## src/rtl/mc_pkg.sv

```systemverilog
// Shared definitions for the multicycle MIPS controller: FSM state encoding,
// opcode/funct constants, ALU control encodings and the ALU operation class.
// MC_OVF_TRAP_EN adds the TRAP state used by the overflow trap.
package mc_pkg;

    typedef enum logic [3:0] {
        S_FETCH,
        S_DECODE,
        S_MEMADR,
        S_MEMRD,
        S_MEMWB,
        S_MEMWR,
        S_RTYPEEX,
        S_RTYPEWB,
        S_BEQEX,
        S_ADDIEX,
        S_ADDIWB,
`ifdef MC_OVF_TRAP_EN
        S_JEX,
        S_TRAP
`else
        S_JEX
`endif
    } state_e;

    // ALU operation class requested by the FSM; FUNCT defers to the funct field
    typedef enum logic [1:0] {
        ALUOP_ADD,
        ALUOP_SUB,
        ALUOP_FUNCT
    } aluop_e;

    localparam logic [5:0] OP_LW    = 6'b100011;
    localparam logic [5:0] OP_SW    = 6'b101011;
    localparam logic [5:0] OP_RTYPE = 6'b000000;
    localparam logic [5:0] OP_BEQ   = 6'b000100;
    localparam logic [5:0] OP_ADDI  = 6'b001000;
    localparam logic [5:0] OP_J     = 6'b000010;

    localparam logic [5:0] FUNCT_ADD = 6'b100000;
    localparam logic [5:0] FUNCT_SUB = 6'b100010;
    localparam logic [5:0] FUNCT_AND = 6'b100100;
    localparam logic [5:0] FUNCT_OR  = 6'b100101;
    localparam logic [5:0] FUNCT_SLT = 6'b101010;

    localparam logic [2:0] ALUC_ADD = 3'b010;
    localparam logic [2:0] ALUC_SUB = 3'b110;
    localparam logic [2:0] ALUC_AND = 3'b000;
    localparam logic [2:0] ALUC_OR  = 3'b001;
    localparam logic [2:0] ALUC_SLT = 3'b111;

    // R-type functions whose result can signal arithmetic overflow
    function automatic logic funct_can_ovf(input logic [5:0] f);
        return (f == FUNCT_ADD) || (f == FUNCT_SUB);
    endfunction

endpackage

```

## src/rtl/mc_alu_dec.sv

```systemverilog
// ALU control decoder: maps the FSM's ALU operation class and the
// instruction funct field to the 3-bit ALU control code.
module alu_dec
    import mc_pkg::*;
(
    input  aluop_e      aluop_i,
    input  logic [5:0]  funct_i,
    output logic [2:0]  alucontrol_o
);

    // Fixed add/sub for address and branch math, funct table for R-type
    always_comb begin
        alucontrol_o = ALUC_ADD;
        case (aluop_i)
            ALUOP_ADD: alucontrol_o = ALUC_ADD;
            ALUOP_SUB: alucontrol_o = ALUC_SUB;
            ALUOP_FUNCT: begin
                case (funct_i)
                    FUNCT_ADD: alucontrol_o = ALUC_ADD;
                    FUNCT_SUB: alucontrol_o = ALUC_SUB;
                    FUNCT_AND: alucontrol_o = ALUC_AND;
                    FUNCT_OR:  alucontrol_o = ALUC_OR;
                    FUNCT_SLT: alucontrol_o = ALUC_SLT;
                    default:   alucontrol_o = ALUC_ADD;
                endcase
            end
            default: alucontrol_o = ALUC_ADD;
        endcase
    end

endmodule

```

## src/rtl/mc_controller.sv

```systemverilog
// Multicycle MIPS control unit: Moore FSM stepping each instruction through
// fetch/decode/execute/memory/writeback and driving all datapath enables and
// selects. Optional MC_OVF_TRAP_EN diverts overflowing add/sub/addi to a
// one-cycle TRAP that loads the exception vector instead of writing back.
module mc_controller
    import mc_pkg::*;
(
    input  logic        clk,
    input  logic        reset,
    input  logic [5:0]  op,
    input  logic [5:0]  funct,
    input  logic        zero,
    input  logic        overflow,
    output logic        pcen,
    output logic        iord,
    output logic        memwrite,
    output logic        irwrite,
    output logic        regwrite,
    output logic        regdst,
    output logic        memtoreg,
    output logic        alusrca,
    output logic [1:0]  alusrcb,
    output logic [1:0]  pcsrc,
    output logic [2:0]  alucontrol,
    output logic        exc
);

    state_e state_q, state_d;
    logic   pcwrite;
    logic   branch;
    aluop_e aluop;

`ifndef MC_OVF_TRAP_EN
    logic   ovf_unused;
    assign ovf_unused = overflow;
`endif

    // State register; reset returns to FETCH from any state
    always_ff @(posedge clk) begin
        if (reset) begin
            state_q <= S_FETCH;
        end else begin
            state_q <= state_d;
        end
    end

    // Next-state and Moore output decode; reset overrides everything at the end
    always_comb begin
        state_d  = state_q;
        iord     = 1'b0;
        memwrite = 1'b0;
        irwrite  = 1'b0;
        regwrite = 1'b0;
        regdst   = 1'b0;
        memtoreg = 1'b0;
        alusrca  = 1'b0;
        alusrcb  = 2'b00;
        pcsrc    = 2'b00;
        pcwrite  = 1'b0;
        branch   = 1'b0;
        aluop    = ALUOP_ADD;
        exc      = 1'b0;

        case (state_q)
            S_FETCH: begin
                alusrcb = 2'b01;
                irwrite = 1'b1;
                pcwrite = 1'b1;
                state_d = S_DECODE;
            end
            S_DECODE: begin
                alusrcb = 2'b11;
                case (op)
                    OP_LW, OP_SW: state_d = S_MEMADR;
                    OP_RTYPE:     state_d = S_RTYPEEX;
                    OP_BEQ:       state_d = S_BEQEX;
                    OP_ADDI:      state_d = S_ADDIEX;
                    OP_J:         state_d = S_JEX;
                    default:      state_d = S_FETCH;
                endcase
            end
            S_MEMADR: begin
                alusrca = 1'b1;
                alusrcb = 2'b10;
                state_d = (op == OP_SW) ? S_MEMWR : S_MEMRD;
            end
            S_MEMRD: begin
                iord    = 1'b1;
                state_d = S_MEMWB;
            end
            S_MEMWB: begin
                memtoreg = 1'b1;
                regwrite = 1'b1;
                state_d  = S_FETCH;
            end
            S_MEMWR: begin
                iord     = 1'b1;
                memwrite = 1'b1;
                state_d  = S_FETCH;
            end
            S_RTYPEEX: begin
                alusrca = 1'b1;
                aluop   = ALUOP_FUNCT;
`ifdef MC_OVF_TRAP_EN
                state_d = (overflow && funct_can_ovf(funct)) ? S_TRAP : S_RTYPEWB;
`else
                state_d = S_RTYPEWB;
`endif
            end
            S_RTYPEWB: begin
                regdst   = 1'b1;
                regwrite = 1'b1;
                state_d  = S_FETCH;
            end
            S_BEQEX: begin
                alusrca = 1'b1;
                aluop   = ALUOP_SUB;
                pcsrc   = 2'b01;
                branch  = 1'b1;
                state_d = S_FETCH;
            end
            S_ADDIEX: begin
                alusrca = 1'b1;
                alusrcb = 2'b10;
`ifdef MC_OVF_TRAP_EN
                state_d = overflow ? S_TRAP : S_ADDIWB;
`else
                state_d = S_ADDIWB;
`endif
            end
            S_ADDIWB: begin
                regwrite = 1'b1;
                state_d  = S_FETCH;
            end
            S_JEX: begin
                pcsrc   = 2'b10;
                pcwrite = 1'b1;
                state_d = S_FETCH;
            end
`ifdef MC_OVF_TRAP_EN
            S_TRAP: begin
                exc     = 1'b1;
                pcsrc   = 2'b11;
                pcwrite = 1'b1;
                state_d = S_FETCH;
            end
`endif
            default: state_d = S_FETCH;
        endcase

        if (reset) begin
            state_d  = S_FETCH;
            iord     = 1'b0;
            memwrite = 1'b0;
            irwrite  = 1'b0;
            regwrite = 1'b0;
            regdst   = 1'b0;
            memtoreg = 1'b0;
            alusrca  = 1'b0;
            alusrcb  = 2'b00;
            pcsrc    = 2'b00;
            pcwrite  = 1'b0;
            branch   = 1'b0;
            aluop    = ALUOP_ADD;
            exc      = 1'b0;
        end
    end

    assign pcen = pcwrite | (branch & zero);

    alu_dec u_alu_dec (
        .aluop_i      (aluop),
        .funct_i      (funct),
        .alucontrol_o (alucontrol)
    );

endmodule

```

## config.mk

```make
export PLATFORM = sky130hd
export DESIGN_NAME = mc_controller
export DESIGN_NICKNAME = d
export VERILOG_FILES = /design/src/rtl/mc_pkg.sv /design/src/rtl/mc_alu_dec.sv /design/src/rtl/mc_controller.sv
export SDC_FILE = /design/constraint.sdc
export NUM_CORES = 1
export LEC_CHECK = 0
export CAP_MARGIN = 20
export CORE_MARGIN = 2
export CORE_UTILIZATION = 40
export CTS_CLUSTER_DIAMETER = 30
export DETAILED_ROUTE_END_ITERATION = 12
export GPL_TIMING_DRIVEN = 1
export PLACE_DENSITY = 0.8
export SLEW_MARGIN = 20
export SYNTH_ARGS = -nofsm -noshare
export SYNTH_HDL_FRONTEND = slang
export SYNTH_SLANG_ARGS = --single-unit
```

## constraint.sdc

```tcl
create_clock -name clk -period 6.1 [get_ports clk]
set_input_delay 1.22 -clock clk [delete_from_list [all_inputs] [get_ports clk]]
set_output_delay 1.22 -clock clk [all_outputs]
set_load 0.01 [all_outputs]
```

After elaboration in Yosys (flattened, before gate mapping)
Cells that the tools add are included.

storage, ports and cells
  flip-flop bits (word level) = 4
  memory bits (writable) = 0
  bits in read-only memories = 0
  memories kept = 0
  logic and storage cells = 62
  latch bits = 0

cells by class
  $mul = 0
  equal/unequal tests = 22
  mux-type cells = 29
  bitwise logic cells = 2
  $lt $le $gt $ge = 0
  add/sub/neg operators = 0
  shift-type cells = 0
  reduce and logical (&&, ||, !) cells = 8
  div/mod/pow operators = 0

operators by type and width
  operator                                                         number
  6-bit == test, second input constant                             6
  4-bit case mux with 6 select lines                               1
  4-bit case mux with 5 select lines                               1
  1-bit two-way mux                                                18
  4-bit by 3-bit == test with 1-bit output, second input constant  4
  4-bit == test, second input constant                             4
  3-bit case mux with 4 select lines                               1
  4-bit by 2-bit == test with 1-bit output, second input constant  2
  2-bit case mux with 2 select lines                               2
  2-bit OR reduction                                               4
  6-bit by 2-bit == test with 1-bit output, second input constant  1
  6-bit by 3-bit == test with 1-bit output, second input constant  1
  6-bit by 4-bit == test with 1-bit output, second input constant  1
  6-bit logical NOT                                                1
  2-bit two-way mux                                                3
  2-bit case mux with 3 select lines                               1
  3-bit case mux with 2 select lines                               1
  4-bit by 1-bit == test with 1-bit output, second input constant  1
  4-bit logical NOT                                                1
  4-bit OR reduction                                               1
  3-bit two-way mux                                                1
  3-bit OR reduction                                               1
  2-bit by 1-bit == test with 1-bit output, second input constant  1
  2-bit == test, second input constant                             1
  other kinds (2)                                                  2

Logic depth before layout (Yosys ltp)
  depth in word-level cells = 5
  gate-level depth with buffers = 9

By module
A second synthesis with hierarchy kept.

unflattened totals
  cells, all modules = 85
  area total of the unflattened synthesis = 609.3 µm²

modules (own cells, without submodules)
  module         area an instance (µm²)  seq. area each (µm²)  times used  cells each
  mc_controller  490.5                   80.1                  1           70
  alu_dec        118.9                   0.0                   1           15

Worst setup path after synthesis
OpenSTA, ideal clock, no wires.

  kind = in2out
  start point = in reset
  end point = out alucontrol[2]
  cell stages on the path = 8
  data arrival time = 2.642 ns
  required time = 4.880 ns
  path slack = 2.238 ns
  cell sequence = or3b_1 -> or2_1 -> inv_2 -> ha_1 -> inv_1 -> nor4_1 -> nor2_1 -> nor2_1

on the way
  word-level cells in the longest chain between the ends = 3
  elaborated cells on any way between the ends = 4
  classes of those cells = 2 x eq/ne; 2 x mux

ends and longest elaborated chain
  item                                                                              RTL line              text
  start: declaration                                                                mc_controller.sv:9    input logic reset,
  2-bit two-way mux *                                                               mc_controller.sv:151  if (reset) begin
  2-bit == test / 2-bit by 1-bit == test with 1-bit output (equally long branches)  mc_alu_dec.sv:14      case (aluop_i)
  3-bit case mux with 2 select lines *                                              mc_alu_dec.sv:14
  end: declaration                                                                  mc_controller.sv:24   output logic [2:0] alucontrol,

Mark *: on every way between the ends. The rest lies on a longest branch, timed or not.

Worst setup path in the final report
  start point = in reset
  end point = out alucontrol[0]

The elaborated chain is that of the path after synthesis.

==> results.tsv <==
metric	value	unit
status	complete, no violations	
largest_reg_flops	4	
avgSynthCellArea	6.31	um^2
power_density	105	nW/um^2
synth-seq-cells	4	
area_growth	52.8	%
stdcell_count	129	
synth_compound_area_share	20.5	%
multiInputGateArea	424	um^2
worst_slew_pin_slew	0.531	ns
die_w	41.5	um
setup_viol_count_final	0	
final_cell_mix	29 x clkdlybuf4s50_1, 17 x nor2_1, 7 x nor3_1	
drtAntennaViolNets	0	
setup-tns-final	0	ns
fmax	192	MHz
max-vdd-ir-drop	113	uV
synth_flop_cell	dfxtp_1	
antenna_found_initial	0	
post-cts-setup-buffers	0	
layout_commonest_cell	clkdlybuf4s50_1	
start_util	43.2	%
synthAdderAreaFrac	4.45	%
cp_max_fo	11	
setup_ws	0.905	ns
die-area	1720	um^2
cts_hold_buf	0	
cts_root_buf	clkbuf_4	
fp.dieH	41.5	um
dp.cells	126	
crit_required	4.88	ns
period_needed	5.20	ns
drc	0	
ys_warn_count	0	
yosys.area.top_type_share	14.3	%
fin_crit_sh	85.2	%
rsz0062_at_grt	false	
p_leak	0.292	nW
cp.arrival	3.98	ns
drt_iter0_markers	14	
drt_pass1_iterations	4	
end_kind	output port	
synth-simple-area-share	48.3	%
synth_area_leader_cell	dfxtp_1	
wirelength	1440	um
post-place-ws	0.909	ns
synthMuxAreaShare	0	%
grt_usage	17.6	%
cts.sinks	4	
synth.net_count	107	
clk_pin_slew	0.03	ns
grt_pass1_wl	2410	um
h-tree-depth	1	
synth_top_family_by_area	simple AND/OR/NAND/NOR gates	
synth_area	562	um^2
maxCapViolCount	0	
num_vias	703	
synth.area.top_cells	dfxtp_1 14%, nor2_1 11%, nand2b_1 6.7%	
gr-total-overflow	0	
hp-class	reg2reg	
finalNetCount	134	
synth_edf_count	0	
synth_xor_area_share	1.56	%
final_util	66.0	%
finalHoldViolCount	0	
cts_buffers	3	
first_global_vias	582	
regMostFlops	state_q	
grt_max_degree	18	
cts_resized	0	
p_total	0.0904	mW
crit_type	in2out	
hpwl	1140	um
ys_seq_area_share	14.3	%
clockBufferDepth	2	
rows	13	
cts_tree	done	
fill_cells	129	
slew_headroom	64.5	%
syn_inst	89	
async_flop_share	0	%
numPortBuffers	29	
fp.coreArea	1300	um^2
layout-drive-gt1-share	5.26	%
top_regs	state_q (4)	
synth.distinct_cells	34	
ioPinCount	32	
clkLatencyLatePin	0.24	ns
skew	0.00547	ns
slew_viol_final	0	
wire_per_inst	11.2	um
cp-start-kind	primary input	
gp_congestion	0.821	
vias_per_cell	5.45	
antenna_cells	0	
seq_area	80.1	um^2
[kinds of logic after synthesis]
logic type | count (synthesis)
AO/OA/AOI/OAI | 17
XOR/XNOR | 1
adder cells (fa/ha/maj) | 2
buffers and inverters | 13
flip-flops | 4
other | 1
AND/OR/NAND/NOR | 51
[through the flow]
| step | area [um^2] | hold slack, ns |
|---|---|---|
| 6_report | 858 | 0.761 |
| 5_1_grt | 858 | 0.815 |
| 4_1_cts | 858 | 0.757 |
| 3_5_place_dp | 836 | 0.751 |
| 3_3_place_gp | 836 | 0.748 |
| 2_1_floorplan | 562 | 0.590 |
[worst paths after layout]
path	startpoint	endpoint	slack (ns)	cells past startpoint
worst max-delay path	reset	alucontrol[0]	0.90	9
worst min-delay path	state_q[3]	state_q[3]	0.76	2
worst max register to register	state_q[0]	state_q[2]	4.57	4
worst min register to register	state_q[3]	state_q[3]	0.76	2
[synth_stat cells, drive strengths merged, types with 2 or more instances]
cell / instances
a31oi: 3
buf: 5
ha: 2
nand2b: 6
o21ai: 3
a21oi: 3
nor4b: 3
nor2: 17
nand2: 5
inv: 6
or2: 2
dfxtp: 4
nor4: 3
nor3: 8
clkbuf: 2
a211oi: 3
[power by group]
group | total, mW | internal (mW) | switching (mW)
combinational | 0.0270 | 0.0160 | 0.0111
clock | 0.0330 | 0.0220 | 0.0110
sequential | 0.0303 | 0.0271 | 0.00324
total | 0.0904 | 0.0651 | 0.0253
[final cells by class]
type | instances | area share, %
inverter | 6 | 2.62
sequential | 4 | 9.33
multi-input combinational | 72 | 49.4
timing repair buffer | 29 | 33.8
tap | 15 | 2.19
clock buffer | 3 | 2.62
[routing by layer]
metal / wire length [um] / vias to the layer above / part of all wire, % / global-route usage, %
met5: 0 / - / 0 / 0
met4: 0 / 0 / 0 / 3.87
met3: 82 / 0 / 5.7 / 6.52
met2: 643 / 27 / 45 / 28.7
met1: 716 / 306 / 50 / 22.0
li1: - / 370 / - / -
[worst max-delay path, cell delays in order]
cell	delay [ns]
clkdlybuf4s50_1	0.58
or3b_1	0.48
or2_1	0.28
inv_2	0.05
ha_1	0.15
inv_1	0.05
nor4_1	0.43
a32o_1	0.19
clkdlybuf4s50_1	0.54
Note: power is estimated with default switching activity, not from simulation.
